===== config.mk =====
export PLATFORM = sky130hd
export DESIGN_NAME = operand_solver_flat
export DESIGN_NICKNAME = d
export VERILOG_FILES = /design/src/rtl/operand_solver_pkg.sv /design/src/rtl/operand_solver_if.sv /design/src/rtl/operand_solver_serial_sub_cell.sv /design/src/rtl/operand_solver.sv /design/src/flat_wrapper.sv
export SDC_FILE = /design/constraint.sdc
export NUM_CORES = 1
export LEC_CHECK = 0
export ABC_AREA = 1
export BUFFER_PORTS_ARGS = -buffer_cell sky130_fd_sc_hd__buf_2
export CORE_MARGIN = 8
export CORE_UTILIZATION = 60
export CTS_CLUSTER_DIAMETER = 80
export DETAILED_ROUTE_END_ITERATION = 8
export GPL_TIMING_DRIVEN = 0
export PLACE_DENSITY = 0.88
export SLEW_MARGIN = 5
export SYNTH_ARGS = -nofsm -noshare
export SYNTH_HDL_FRONTEND = slang
export SYNTH_SLANG_ARGS = --single-unit

===== constraint.sdc =====
create_clock -name clk -period 2.73 [get_ports clk]
set_input_delay 0.4095 -clock clk [delete_from_list [all_inputs] [get_ports clk]]
set_output_delay 0.4095 -clock clk [all_outputs]
set_load 0.005 [all_outputs]

===== src/rtl/operand_solver_pkg.sv =====
// Shared types and encodings for the operand solver: FSM states,
// negate-select and unknown-select codes, and the default data width.
package operand_solver_pkg;

  localparam int WIDTH_DEFAULT = 8;

  typedef enum logic [1:0] {
    IDLE = 2'b00,
    SUB  = 2'b01,
    NEG  = 2'b10,
    DONE = 2'b11
  } state_e;

  // Negated-operand select
  localparam logic [1:0] OP_NONE  = 2'b00;
  localparam logic [1:0] OP_NEG_A = 2'b01;
  localparam logic [1:0] OP_NEG_B = 2'b10;
  localparam logic [1:0] OP_NEG_C = 2'b11;

  // Unknown-operand select; also used as the operand identity A/B/C
  localparam logic [1:0] UNK_A   = 2'b00;
  localparam logic [1:0] UNK_B   = 2'b01;
  localparam logic [1:0] UNK_C   = 2'b10;
  localparam logic [1:0] UNK_BAD = 2'b11;

  // True when op negates the operand with identity id (A/B/C coded as UNK_*).
  // Each OP_NEG_* code is exactly one above the matching UNK_* code.
  function automatic logic op_negates(input logic [1:0] op, input logic [1:0] id);
    logic [1:0] idx;
    idx = op - 2'd1;
    return (op != OP_NONE) && (idx == id);
  endfunction

endpackage


===== src/rtl/operand_solver_if.sv =====
// Request/response bundle of the operand solver. The master issues requests
// and consumes results; the slave is the solver itself.
interface operand_solver_if #(
  parameter int WIDTH = operand_solver_pkg::WIDTH_DEFAULT
);
  logic             in_valid;
  logic             in_ready;
  logic [WIDTH-1:0] r;
  logic [WIDTH-1:0] k1;
  logic [WIDTH-1:0] k2;
  logic [1:0]       op;
  logic [1:0]       unk;
  logic             out_valid;
  logic             out_ready;
  logic [WIDTH-1:0] x;
  logic             err;

  modport master (
    output in_valid, r, k1, k2, op, unk, out_ready,
    input  in_ready, out_valid, x, err
  );

  modport slave (
    input  in_valid, r, k1, k2, op, unk, out_ready,
    output in_ready, out_valid, x, err
  );
endinterface


===== src/rtl/operand_solver_serial_sub_cell.sv =====
// One bit slice of r - a - b. The borrow can reach 2 because two subtrahend
// bits plus the incoming borrow are removed from a single minuend bit.
module serial_sub_cell (
  input  logic       r_bit,
  input  logic       a_bit,
  input  logic       b_bit,
  input  logic [1:0] borrow_in,
  output logic       diff_bit,
  output logic [1:0] borrow_out
);

  logic [2:0] sum_s;

  // Total amount subtracted at this bit position, then the digit and borrow.
  // An odd remainder with r_bit=0 needs one extra borrow to make the digit 1.
  always_comb begin
    sum_s      = {2'b00, a_bit} + {2'b00, b_bit} + {1'b0, borrow_in};
    diff_bit   = r_bit ^ sum_s[0];
    borrow_out = sum_s[2:1] + {1'b0, sum_s[0] & ~r_bit};
  end

endmodule


===== src/rtl/operand_solver.sv =====
// Recovers the unknown operand of a three-operand add/negate adder.
// Known operands are negated at accept, then T = r - k1' - k2' is formed
// bit-serially; if the unknown itself was negated, x = -T is formed serially.
module operand_solver
  import operand_solver_pkg::*;
#(
  parameter int WIDTH = WIDTH_DEFAULT
) (
  input logic               clk,
  input logic               rst,
  operand_solver_if.slave   bus
);

  localparam int CNT_W = (WIDTH > 1) ? $clog2(WIDTH) : 1;
  localparam logic [CNT_W-1:0] CNT_LAST = CNT_W'(WIDTH - 1);
  localparam logic [WIDTH-1:0] ONE      = WIDTH'(1);

  state_e           state_q, state_d;
  logic [CNT_W-1:0] cnt_q, cnt_d;
  logic [1:0]       borrow_q, borrow_d;
  logic             carry_q, carry_d;
  logic [WIDTH-1:0] r_q, r_d;
  logic [WIDTH-1:0] a_q, a_d;
  logic [WIDTH-1:0] b_q, b_d;
  logic [WIDTH-1:0] res_q, res_d;
  logic             neg_unk_q, neg_unk_d;
  logic [WIDTH-1:0] x_q, x_d;
  logic             err_q, err_d;

  logic             cell_diff_s;
  logic [1:0]       cell_borrow_s;
  logic             neg_bit_s;
  logic [1:0]       k1_id_s;
  logic [1:0]       k2_id_s;

  serial_sub_cell u_sub_cell (
    .r_bit      (r_q[0]),
    .a_bit      (a_q[0]),
    .b_bit      (b_q[0]),
    .borrow_in  (borrow_q),
    .diff_bit   (cell_diff_s),
    .borrow_out (cell_borrow_s)
  );

  assign bus.in_ready  = (state_q == IDLE);
  assign bus.out_valid = (state_q == DONE);
  assign bus.x         = x_q;
  assign bus.err       = err_q;

  // Next-state and datapath: accept, serial subtract, serial negate, hold result.
  always_comb begin
    state_d   = state_q;
    cnt_d     = cnt_q;
    borrow_d  = borrow_q;
    carry_d   = carry_q;
    r_d       = r_q;
    a_d       = a_q;
    b_d       = b_q;
    res_d     = res_q;
    neg_unk_d = neg_unk_q;
    x_d       = x_q;
    err_d     = err_q;

    // Identity of k1/k2: A,B,C order with the unknown removed
    k1_id_s   = (bus.unk == UNK_A) ? UNK_B : UNK_A;
    k2_id_s   = (bus.unk == UNK_C) ? UNK_B : UNK_C;

    // Serial two's complement: invert and add the carry seeded with 1
    neg_bit_s = ~res_q[0] ^ carry_q;

    case (state_q)
      IDLE: begin
        if (bus.in_valid) begin
          if (bus.unk == UNK_BAD) begin
            state_d = DONE;
            x_d     = {WIDTH{1'b0}};
            err_d   = 1'b1;
          end else begin
            state_d   = SUB;
            r_d       = bus.r;
            a_d       = op_negates(bus.op, k1_id_s) ? (~bus.k1 + ONE) : bus.k1;
            b_d       = op_negates(bus.op, k2_id_s) ? (~bus.k2 + ONE) : bus.k2;
            neg_unk_d = op_negates(bus.op, bus.unk);
            cnt_d     = {CNT_W{1'b0}};
            borrow_d  = 2'b00;
            err_d     = 1'b0;
          end
        end else begin
          state_d = IDLE;
        end
      end

      SUB: begin
        r_d      = {1'b0, r_q[WIDTH-1:1]};
        a_d      = {1'b0, a_q[WIDTH-1:1]};
        b_d      = {1'b0, b_q[WIDTH-1:1]};
        res_d    = {cell_diff_s, res_q[WIDTH-1:1]};
        borrow_d = cell_borrow_s;
        if (cnt_q == CNT_LAST) begin
          cnt_d   = {CNT_W{1'b0}};
          carry_d = 1'b1;
          if (neg_unk_q) begin
            state_d = NEG;
          end else begin
            state_d = DONE;
            x_d     = {cell_diff_s, res_q[WIDTH-1:1]};
          end
        end else begin
          cnt_d = cnt_q + CNT_W'(1);
        end
      end

      NEG: begin
        res_d   = {neg_bit_s, res_q[WIDTH-1:1]};
        carry_d = ~res_q[0] & carry_q;
        if (cnt_q == CNT_LAST) begin
          cnt_d   = {CNT_W{1'b0}};
          state_d = DONE;
          x_d     = {neg_bit_s, res_q[WIDTH-1:1]};
        end else begin
          cnt_d = cnt_q + CNT_W'(1);
        end
      end

      DONE: begin
        if (bus.out_ready) begin
          state_d = IDLE;
        end else begin
          state_d = DONE;
        end
      end

      default: begin
        state_d = IDLE;
      end
    endcase
  end

  // State and datapath registers; reset aborts any operation in flight.
  always_ff @(posedge clk or posedge rst) begin
    if (rst) begin
      state_q   <= IDLE;
      cnt_q     <= {CNT_W{1'b0}};
      borrow_q  <= 2'b00;
      carry_q   <= 1'b0;
      r_q       <= {WIDTH{1'b0}};
      a_q       <= {WIDTH{1'b0}};
      b_q       <= {WIDTH{1'b0}};
      res_q     <= {WIDTH{1'b0}};
      neg_unk_q <= 1'b0;
      x_q       <= {WIDTH{1'b0}};
      err_q     <= 1'b0;
    end else begin
      state_q   <= state_d;
      cnt_q     <= cnt_d;
      borrow_q  <= borrow_d;
      carry_q   <= carry_d;
      r_q       <= r_d;
      a_q       <= a_d;
      b_q       <= b_d;
      res_q     <= res_d;
      neg_unk_q <= neg_unk_d;
      x_q       <= x_d;
      err_q     <= err_d;
    end
  end

endmodule


===== src/flat_wrapper.sv =====
// flat-port wrapper written by rule: the top's interface ports become plain ports
module operand_solver_flat import operand_solver_pkg::*;
#(
  parameter int WIDTH = WIDTH_DEFAULT
)
  (clk, rst, bus_in_valid, bus_r, bus_k1, bus_k2, bus_op, bus_unk, bus_out_ready, bus_in_ready, bus_out_valid, bus_x, bus_err);
  operand_solver_if #(.WIDTH(WIDTH)) bus_i ();
  input logic clk;
  input logic rst;
  input wire logic [$bits(bus_i.in_valid)-1:0] bus_in_valid;
  input wire logic [$bits(bus_i.r)-1:0] bus_r;
  input wire logic [$bits(bus_i.k1)-1:0] bus_k1;
  input wire logic [$bits(bus_i.k2)-1:0] bus_k2;
  input wire logic [$bits(bus_i.op)-1:0] bus_op;
  input wire logic [$bits(bus_i.unk)-1:0] bus_unk;
  input wire logic [$bits(bus_i.out_ready)-1:0] bus_out_ready;
  output wire logic [$bits(bus_i.in_ready)-1:0] bus_in_ready;
  output wire logic [$bits(bus_i.out_valid)-1:0] bus_out_valid;
  output wire logic [$bits(bus_i.x)-1:0] bus_x;
  output wire logic [$bits(bus_i.err)-1:0] bus_err;
  assign bus_i.in_valid = bus_in_valid;
  assign bus_i.r = bus_r;
  assign bus_i.k1 = bus_k1;
  assign bus_i.k2 = bus_k2;
  assign bus_i.op = bus_op;
  assign bus_i.unk = bus_unk;
  assign bus_i.out_ready = bus_out_ready;
  assign bus_in_ready = bus_i.in_ready;
  assign bus_out_valid = bus_i.out_valid;
  assign bus_x = bus_i.x;
  assign bus_err = bus_i.err;
  operand_solver #(.WIDTH(WIDTH)) u_core (.clk(clk), .rst(rst), .bus(bus_i));
endmodule

## Word level (Yosys, flattened, before mapping)

Cells that the tools add are included.

| cells by class | value |
|---|---|
| mux-type cells | 37 |
| bitwise logic cells | 9 |
| equality and inequality tests | 15 |
| reduce and logical (&&, ||, !) cells | 18 |
| add/subtract/negate cells | 7 |

Operators by type and width:

| kind | count |
|---|---|
| two-way mux 8 bit | 13 |
| one-hot mux 8 bit (2 select lines) | 4 |
| one-hot mux 8 bit (3 select lines) | 1 |
| adder 8 x 1 -> 8 bit (second input constant) | 2 |
| two-way mux 2 bit | 8 |
| inverter 8 bit | 2 |
| two-way mux 3 bit | 3 |
| AND reduction 3 bit | 3 |
| == test 2 bit (second input constant) | 4 |
| one-hot mux 2 bit (4 select lines) | 1 |
| nonzero test 2 bit | 4 |
| == test 2 bit | 3 |
| != test 2 x 1 -> 1 bit (second input constant) | 3 |
| != test 2 bit (second input constant) | 3 |
| one-hot mux 3 bit (2 select lines) | 1 |
| AND reduction 2 bit | 3 |
| AND reduction 6 bit | 1 |
| logical NOT 2 bit | 2 |
| two-way mux 1 bit | 4 |
| one-hot mux 2 bit (2 select lines) | 1 |
| adder 3 x 1 -> 3 bit (second input constant) | 1 |
| adder 3 x 2 -> 3 bit | 1 |
| == test 3 bit (second input constant) | 1 |
| logical AND 1 bit | 3 |
| 10 further kinds | 14 |

| storage, ports and cells | value |
|---|---|
| output and inout port bits | 11 |
| input bits | 32 |
| flip-flop bits (word level) | 50 |
| word-level logic and storage cells | 97 |

## Longest topological paths before layout

| depth | value |
|---|---|
| word-level depth | 8 |
| mapped depth | 12 |
| depth with buffers taken out | 12 |

## Hierarchy

Synthesis repeated with hierarchy kept, for this count alone.

| unflattened totals | value |
|---|---|
| cells, all modules | 403 |
| area total of the unflattened synthesis | 2966.6 um2 |

Modules (own cells, without submodules):

| module | instances | seq. area each (um2) | area an instance (um2) | cells an instance |
|---|---|---|---|---|
| operand_solver | 1 | 1251.2 | 2887.8 | 393 |
| serial_sub_cell | 1 | 0.0 | 78.8 | 10 |

## Worst setup path before layout

No wires, ideal clock.

| timing path | value |
|---|---|
| kind | register to register |
| from | register u_core.a_q[0] |
| to | register u_core.borrow_q[1] |
| stages on the path, launching flop included | 10 |
| arrival | 1.781 ns |
| buffers on the path | 0 |
| required time | 2.654 ns |
| setup slack | 0.873 ns |
| library setup time | 0.076 ns |
| period minus slack after synthesis | 1.857 ns |
| path through | dfrtp_1 ha_1 ha_1 inv_1 fa_1 inv_1 ha_1 xnor2_1 nand3_1 o21ai_1 |

| on the way | value |
|---|---|
| cells in the longest elaborated chain, start to end | 5 |

Ends and longest elaborated chain:

| element | RTL line | text |
|---|---|---|
| from (decl) | operand_solver.sv:23 | `logic [WIDTH-1:0] a_q, a_d;` |
| from (signal assigned) | operand_solver.sv:147 | `a_q <= {WIDTH{1'b0}};` |
| adder 1 x 1 -> 2 bit (*) | operand_solver_serial_sub_cell.sv:17 | `sum_s = {2'b00, a_bit} + {2'b00, b_bit} + {1'b0, borrow_in};` |
| adder 3 x 2 -> 3 bit (*) | operand_solver_serial_sub_cell.sv:17 |  |
| AND 1 bit | operand_solver_serial_sub_cell.sv:19 | `borrow_out = sum_s[2:1] + {1'b0, sum_s[0] & ~r_bit};` |
| adder 2 x 1 -> 2 bit (*) | operand_solver_serial_sub_cell.sv:19 |  |
| one-hot mux 2 bit (2 select lines) (*) | operand_solver.sv:71 | `case (state_q)` |
| to (signal assigned) | operand_solver.sv:156 | `borrow_q <= borrow_d;` |
| to (decl) | operand_solver.sv:20 | `logic [1:0] borrow_q, borrow_d;` |

Mark *: on every way between the ends. The rest lies on a longest branch, timed or not.
A chain may end at the register's enable or synchronous reset.

## Worst setup path in the final report

Ends and elaborated chain as after synthesis.

==> metrics.txt <==
leakage=1.93 nW; Cell Rows=26; first-iteration detailed-routing DRC count=approximately 170; CTS tree=yes; clock sink total=50; Final Worst Setup Slack=between 0.7 and 0.8 ns; Final nets=between 500 and 600; share of the synthesized area in the top cell type=~40%; Required @ worst endpoint=approximately 3 ns; Finished Core Util=70.0%; largest net degree at the start of global routing=37; Gate power share=between 50% and 60%; top cells by area, synth=dfrtp_1, nand2_1, ha_1; crit path capture type=flop; Worst path slowest cell=fa_1; worst r2r src=u_core.a_q[0]$_DFFE_PP0P_; area leader, netlist=dfrtp_1; Final Max Slew Viols=0; Core Area=between 5000 and 6000 um2; synthesized area=between 3000 and 4000 um2; Max rail drop VDD=between 0.0005 and 0.0006 V; R2R depth=9; footprint of the multi-input gates=1560 um2; Initial Util=about three fifths; DRC viols=0; Top Family by Delay on Critical Path=adder cells; height of the die=87.5 um; Main synth FF type=dfrtp_1; switching pwr=1.71 mW; Avg Inst Size Synth=7.30 um2; P_int=about 2.1 mW; dpl ws=between 0.7 and 0.8 ns; number of max-cap violations=0; max incr delay on CP=about 0.5 ns; Fin Hold WS=0.0523 ns; Finish-stage setup viols=0; CTS root buffer=clkbuf_8; Worst Tran Pin Value=~0.55 ns; most used cell, CP=ha_1; Synth async-reset ratio=between 90% and 100%; final wirelength=roughly 6700 um; routability cong.=0.860; RR Endpoint=u_core.borrow_q[1]$_DFFE_PP0P_; first-pass GRT wire length=11800 um; Layout area overhead=14.3%; IO Count=43; Min-Delay Path Class=in -> async; Die ar.=between 7000 and 8000 um2; number of synthesized flops with an enable pin=0; vias in the first global route=about 2800; number of setup buffers added after CTS=0; Overflow after GRT=0; vias per cell=~5.1; Avg WL per Cell=12.3 um; Final ANT Viol Nets=0; setup TNS=0 ns; Synth cell types=31; initial antenna violation count=0; WS Path Type=reg -> reg; min Tclk post-route=1.99 ns; sequential-to-total area share from yosys stat=slightly above 40%; Buffers & Inverters on Critical Path=2; Die Wd=approximately 90 um; clock slew at reported path FFs=0.10 ns; fmax=approximately 0.50 GHz; sequential power share=32.4%; kind of start point of the critical path=flop; FF/Latch Area=roughly 1300 um2; TritonCTS Buffers=5; part of the cycle the worst path needs=about 73%; GRT Overall Usage=a little under a fifth; placed inst area=about 3400 um2; CTS max path bufs=2; Synth Instances=420; switching part of the total=44.6%; Post-DP HPWL=just over 5000 um; status=finished clean; Final Skew=around 0.013 ns; latest clock arrival within the worst-skew pair=about 0.30 ns; Clk pwr share=between 10% and 20%; fill cell count=427; final hold viol count=0; FF+latch count, synth=50; Synthesized Nets=roughly 470; PwrDens=1100 nW/um2; Worst slew margin=between 60% and 70%; crit-path cells=ha_1 -> ha_1 -> inv_1 -> fa_1 -> inv_1 -> ha_1 -> xnor2_1 -> nand3_1 -> o21ai_1; RSZ-0062 raised after global routing=no; # port buffers=42; YS warnings=0; n_diodes=0; r2r setup slk=between 0.7 and 0.8 ns; post-CTS sizing=0; hold_buf cts=0; via count=around 2800; fraction of layout cells with a size suffix above 1=roughly 17%; DRT Pass-1 Iters=4; CP max FO=2; CTS H-tree depth=2; Final Instance Area=between 3000 and 4000 um2; Arr. time, crit path=about 2.2 ns
metal layers:
layer	wire, um	global-route usage (%)	vias up
met3	369	3.68	6
met2	3160	32.0	64
met1	3060	23.9	1284
met4	76	7.19	0
li1	-	-	1427
met5	0	0	-
worst register-to-register path, delay by kind of cell, from the launching register on:
family          cells  cell delay [ns]
simple gates        1             0.09
xor+xnor            1             0.16
fa+ha+maj           4             1.10
flops               1             0.40
buf+inv             2             0.10
compound gates      1             0.08
stage by stage:
stage               cells  total power [mW]
CTS                   541              3.85
finish                541              3.84
global route          541              4.22
detailed placement    533              3.28
floorplan             420              2.76
global placement      532              3.18
power groups by stage:
stage	clock network, mW	logic [mW]	registers [mW]
2_1_floorplan	0	1.54	1.22
3_3_place_gp	0	1.94	1.24
3_5_place_dp	0	2.03	1.25
4_1_cts	0.561	2.05	1.24
5_1_grt	0.593	2.34	1.29
6_report	0.558	2.04	1.25
flip-flops by register name, summed over array words and instances (netlist names), 2 cells and up:
signal and cells:
u_core.state_q 2, u_core.cnt_q 3, u_core.a_q 8, u_core.res_q 8, u_core.bus.x 8, u_core.b_q 8
u_core.borrow_q 2, u_core.r_q 8
Yosys cell counts, drive strengths merged (3+ instances only):
cell	number
nand3	27
nand4	7
buf	7
nand2	153
dfrtp	50
nor2	53
a21oi	10
ha	16
o211ai	7
xnor2	3
inv	49
o21ai	25
a31oi	3
cell families (layout without fill, tap and decap cells):
kind of cell	after synthesis	after routing	synth area share [%]
compound gates	48	48	9.84
xor+xnor	5	5	1.43
fa+ha+maj	17	17	7.18
buf+inv	58	109	8.45
flops	50	50	40.8
simple gates	242	242	32.3
cell usage in the layout (no fill, tap or decap), types with 6 or more instances in the layout:
cell type	Yosys	routed
nand3_1	27	27
nand4_1	7	7
buf_2	2	44
nand2_1	151	151
dfrtp_1	50	50
a21oi_1	9	9
o21ai_1	9	9
o21ai_0	15	15
nor2_1	50	50
inv_2	6	7
inv_1	42	41
ha_1	16	16
clkbuf_8	0	6
worst max path at each step:
stage	startpoint	to	slack, ns	cells past startpoint
after CTS	u_core.a_q[0]$_DFFE_PP0P_	u_core.borrow_q[0]$_DFFE_PP0P_	0.75	8
after global placement	rst	u_core.b_q[6]$_DFFE_PP0P_	0.50	2
after floorplan	u_core.a_q[0]$_DFFE_PP0P_	u_core.borrow_q[1]$_DFFE_PP0P_	0.87	9
after detailed placement	u_core.a_q[0]$_DFFE_PP0P_	u_core.borrow_q[0]$_DFFE_PP0P_	0.77	8
after global routing	u_core.a_q[0]$_DFFE_PP0P_	u_core.borrow_q[1]$_DFFE_PP0P_	0.60	9
final	u_core.a_q[0]$_DFFE_PP0P_	u_core.borrow_q[1]$_DFFE_PP0P_	0.74	9
cell type report:
| class | count | share of cell area, % |
|---|---|---|
| multi-input combinational | 312 | 44.4 |
| sequential | 50 | 35.7 |
| timing repair buffer | 43 | 6.57 |
| inverter | 49 | 5.39 |
| tap | 70 | 2.50 |
| clock buffer | 6 | 2.36 |
| buffer | 9 | 2.00 |
| clock inverter | 2 | 1.11 |
(Power assumes the default switching activity.)
